File: config.mk
export PLATFORM = sky130hd
export DESIGN_NAME = down_counter
export DESIGN_NICKNAME = d
export VERILOG_FILES = /design/src/rtl/down_counter.sv
export SDC_FILE = /design/constraint.sdc
export NUM_CORES = 1
export LEC_CHECK = 0
export ABC_AREA = 1
export CORE_UTILIZATION = 50
export CTS_BUF_LIST = sky130_fd_sc_hd__clkbuf_8
export DETAILED_ROUTE_END_ITERATION = 8
export PLACE_DENSITY = 0.85
export SETUP_SLACK_MARGIN = 0.5
export SYNTH_ARGS = -nofsm -noshare
export SYNTH_HDL_FRONTEND = slang
export SYNTH_SLANG_ARGS = --single-unit
File: constraint.sdc
create_clock -name clk -period 2 [get_ports clk]
set_input_delay 0.2 -clock clk [delete_from_list [all_inputs] [get_ports clk]]
set_output_delay 0.2 -clock clk [all_outputs]
set_load 0.05 [all_outputs]
File: src/rtl/down_counter.sv
// Loadable down counter with terminal-count pulse and a clamped load value.
// Optional auto-reload on expiry when DOWN_COUNTER_RELOAD_EN is defined.
module down_counter #(
    parameter int unsigned WIDTH = 8,
    parameter int unsigned MAX   = 255
) (
    input  logic             clk,
    input  logic             rst_n,
    input  logic             load,
    input  logic [WIDTH-1:0] load_val,
    input  logic             en,
    output logic [WIDTH-1:0] out,
    output logic             zero,
    output logic             busy,
    output logic             done
);

    localparam logic [WIDTH-1:0] MAX_VAL = WIDTH'(MAX);
    localparam logic [WIDTH-1:0] ONE     = WIDTH'(1);

    typedef enum logic [0:0] {StIdle, StRun} state_e;

    state_e           state;
    logic [WIDTH-1:0] load_clamped;

`ifdef DOWN_COUNTER_RELOAD_EN
    logic [WIDTH-1:0] reload;
`endif

    always_comb begin
        load_clamped = (load_val > MAX_VAL) ? MAX_VAL : load_val;
    end

    always_ff @(posedge clk) begin
        if (!rst_n) begin
            state <= StIdle;
            out   <= '0;
            zero  <= 1'b1;
            busy  <= 1'b0;
            done  <= 1'b0;
`ifdef DOWN_COUNTER_RELOAD_EN
            reload <= '0;
`endif
        end else begin
            done <= 1'b0;
            // Load wins over both decrement and expiry; an aborted count never pulses done.
            if (load) begin
                out <= load_clamped;
`ifdef DOWN_COUNTER_RELOAD_EN
                reload <= load_clamped;
`endif
                if (load_clamped != '0) begin
                    state <= StRun;
                    busy  <= 1'b1;
                    zero  <= 1'b0;
                end else begin
                    state <= StIdle;
                    busy  <= 1'b0;
                    zero  <= 1'b1;
                end
            end else if (state == StRun && en) begin
                if (out == ONE) begin
                    done <= 1'b1;
`ifdef DOWN_COUNTER_RELOAD_EN
                    out <= reload;
`else
                    out   <= '0;
                    state <= StIdle;
                    busy  <= 1'b0;
                    zero  <= 1'b1;
`endif
                end else begin
                    out <= out - ONE;
                end
            end
        end
    end

endmodule
**Word level (Yosys, flattened, before mapping)**

Index checks and enable logic that the tools add are counted.

- Add/subtract/negate cells: 1
- $lt $le $gt $ge: 1
- Eq/ne operators: 1
- Mux-type cells: 13
- Bitwise gates (word level): 2
- Reductions and logical operators: 6

Operators with widths:

| operator | count |
|---|---|
| 8-bit two-way mux | 4 |
| 1-bit two-way mux | 9 |
| 8-bit by 1-bit == test with 1-bit output (second input constant) | 1 |
| 8-bit > comparator (second input constant) | 1 |
| 8-bit nonzero test | 1 |
| 8-bit by 1-bit subtractor with 8-bit output (second input constant) | 1 |
| 2-bit nonzero test | 2 |
| 3-bit OR reduction | 1 |
| 1-bit NOT | 2 |
| 2-bit AND reduction | 1 |
| 1-bit logical AND | 1 |

- Flip-flop bits (word level): 11
- Bits of input ports: 12
- Output and inout bits: 11
- Logic and storage cells: 28

**Depth between registers and ports, before layout**

- Word-level depth: 5
- Mapped depth: 8
- Gate-level depth less buffers: 8

**Worst setup path after synthesis**

Ideal clock, no wire load.

- Path type: register -> register
- From: reg out[1]
- To: reg out[5]
- Library setup time: 0.070 ns
- Data arrival time: 1.470 ns
- Slack: 0.460 ns
- Cell stages (with the launch flop): 8
- Buffers on the path: 0
- Clock period less this slack: 1.540 ns
- Cells stage by stage: dfxtp_1 > inv_1 > ha_1 > nand2_1 > nor2_4 > nor2_4 > nand3_1 > a21oi_1

- Word-level cells in the longest chain between the ends: 4
- Elaborated cells on any way between the ends: 5
- Classes of those cells: add/sub (1); eq/ne (1); mux (3)

RTL lines:

| element | line | RTL |
|---|---|---|
| start: declaration | 12 | `output logic [WIDTH-1:0] out,` |
| start signal: assignment | 48 | `out <= load_clamped;` |
| start signal: assignment | 73 | `out <= out - ONE;` |
| 8-bit by 1-bit subtractor with 8-bit output / 8-bit by 1-bit == test with 1-bit output (equally long branches) | 73, 62 |  |
| 8-bit two-way mux (*) | 62 | `if (out == ONE) begin` |
| 8-bit two-way mux (*) | 61 | `end else if (state == StRun && en) begin` |
| 8-bit two-way mux (*) | 47 | `if (load) begin` |

Every way passes the cells marked *; elsewhere a longest branch is shown, timed or not. The select of a mux whose other input is x is not followed.
A chain may end at the register's enable or synchronous reset.

**Worst setup path in the final report**

- From: reg out[2]
- To: out out[2]

No word-level cell between the ends.

==> run_results.csv <==
group,metric,value,unit
finish,drive_gt1_share,11.3,%
sta,finalCritPeriodShare,71.1,%
floorplanning,fp.coreArea,1320,sq um
floorplanning,dieWidth,40,um
route,ant_nets,0,
setup_path,cp_num_buf_inv,1,
sta,grt_setup_unrepaired,"false",
logic_synthesis,synth-seq-cells,11,
grt,grt_usage,26.5,%
clock_tree,clockBufferDepth,2,
clock_tree,cts_tree,"yes",
setup_path,path_cells,"dlygate4sd2_1",
logic_synthesis,synth_nets,123,
clock_tree,cts.sinks,11,
logic_synthesis,ys_seq_area_share,30.5,%
setup_path,cpLargestDelayFamily,"buffers and inverters",
finish,design_area,986,sq um
clock_tree,post_cts_buffers,0,
sta,slew_headroom,67.7,%
floorplanning,fp.dieH,40,um
setup_path,slowest_stage,"dlygate4sd2_1",
setup_path,crit_path_start_kind,"flop",
sta,fin_worst_skew,0.000859,ns
route,wire_per_inst,11.9,um
clock_tree,root_buffer,"clkbuf_8",
sta,worst_pin_slew,0.487,ns
sta,setup_tns,0,ns
power,ir_drop,0.488,mV
finish,mostFrequentLayoutCells,"inv_1 (26), nand2_1 (19), clkdlybuf4s50_1 (11), dlygate4sd2_1 (11), dfxtp_1 (10)",
clock_tree,numCtsBuffers,3,
route,totalWireLength,1750,um
logic_synthesis,syn_area_per_cell,6.62,sq um
floorplanning,initial_core_util,54.8,%
grt,grt.overflow.total,0,
clock_tree,clk_pin_slew,0.05,ns
route,dr.first_iter.drc_count,28,
sta,finalCriticalPeriod,1.42,ns
setup_path,max_stage_delay,0.56,ns
placed_design,place_area,952,sq um
logic_synthesis,synth_cells,109,
setup_path,critPathKind,"flop to output port",
route,dr.pass1.iters,4,
finish,final_common_cell,"inv_1",
worst_hold_path,hold_class,"flop to flop",
floorplanning,io_pins,23,
power,p_per_area,708,nW/um^2
route,route.detailed.drc,0,
grt,grt_pass1_wl,2690,um
logic_synthesis,synth_warnings,0,
floorplanning,die_area,1600,sq um
finish,diodes,0,
placed_design,hpwl,1380,um
status,outcome,"completed",
placed_design,port_buffers,22,
setup_path,cp_max_fo,5,
route,via_per_inst,5.21,
setup_path,cp_data_arrival_time,1.22,ns
grt,antenna_found_initial,0,
floorplanning,num_rows,13,
logic_synthesis,synth_area,722,sq um
sta,setup_viol,0,
clock_tree,clk_latency,0.24,ns
sta,timing_hold_violations_final,0,
clock_tree,ctsHoldBuffers,0,
sta,fmax,703,MHz
placed_design,gp_congestion,0.833,
power,leakage,0.493,nW
sta,drv_slew,0,
route,vias,771,
setup_path,critPathRequiredTime,1.80,ns
finish,fin_nets,148,
logic_synthesis,ys_types,21,
grt,grt_max_degree,13,
finish,area_growth,36.6,%
flow_run,drv_cap,0,
setup_path,endpoint_kind,"output port",
clock_tree,htreeDepth,1,
grt,grt_pass1_vias,629,
-- metrics by stage --
stage	worst slack [ns]	total power, mW	hold WS, ns	util [%]	cells
5_1_grt	0.522	0.734	0.500	74.8	148
3_5_place_dp	0.295	0.492	0.475	72.3	144
3_3_place_gp	0.354	0.487	0.479	72.3	144
6_report	0.577	0.698	0.486	74.8	148
4_1_cts	0.529	0.702	0.484	74.6	148
2_1_floorplan	0.500	0.418	0.272	-	109
-- cell type report --
class / count / area (sq um)
clock inverter: 1 / 3.75
tap: 15 / 18.8
clock buffer: 3 / 41.3
inverter: 26 / 97.6
multi-input combinational: 70 / 397
timing repair buffer: 22 / 206
sequential: 11 / 221
fill: 111 / 332
-- registers in the layout, summed over array words and instances (netlist names) --
name   flops
done       1
out        8
state      1
zero       1
-- Yosys cell counts (all sizes together) --
library cell  instances  share of area [%]
o21ai                 6                4.7
inv                  25                 13
a21oi                 8                6.1
nand4                 3                2.6
clkinv                1               0.52
nor3                  1               0.69
ha                    2                3.5
o22ai                 7                6.1
nand3                 8                6.2
nor2                 10                8.7
dfxtp                11                 31
buf                   2                1.4
nand2                23                 14
xor2                  2                2.4
-- final timing paths --
check	startpoint	endpoint	slack, ns	cells past startpoint
setup / recovery	out[2]	out[2]	0.58	1
hold / removal	state	state	0.49	2
setup reg to reg	out[1]	out[3]	0.71	7
hold reg to reg	state	state	0.49	2
-- metal layers --
metal / global-route usage (%) / wire (um) / vias up
li1: - / - / 392
met3: 10.0 / 78 / 5
met2: 43.1 / 830 / 17
met1: 31.1 / 806 / 357
met4: 10.3 / 38 / 0
met5: 0 / 0 / -
-- cell families (layout without fill, tap and decap cells) --
| kind of cell | after synthesis | in the layout | share of synthesized area (%) |
|---|---|---|---|
| buf+inv | 28 | 52 | 14.9 |
| flops | 11 | 11 | 30.5 |
| simple gates | 45 | 45 | 31.9 |
| fa+ha+maj | 2 | 2 | 3.47 |
| compound gates | 21 | 21 | 16.8 |
| xor+xnor | 2 | 2 | 2.43 |
-- report_power, final --
part	switching (mW)	internal (mW)
clock	0.0835	0.135
sequential	0.0158	0.236
combinational	0.150	0.0784
-- timing repair --
item                                    in CTS  in global routing
hold endpoints to repair                     0                  0
cloned                                       0                  0
endpoints found under the setup margin      11                 10
resized for setup                           11                  1
No activity file was read; power rests on OpenSTA's default activity.
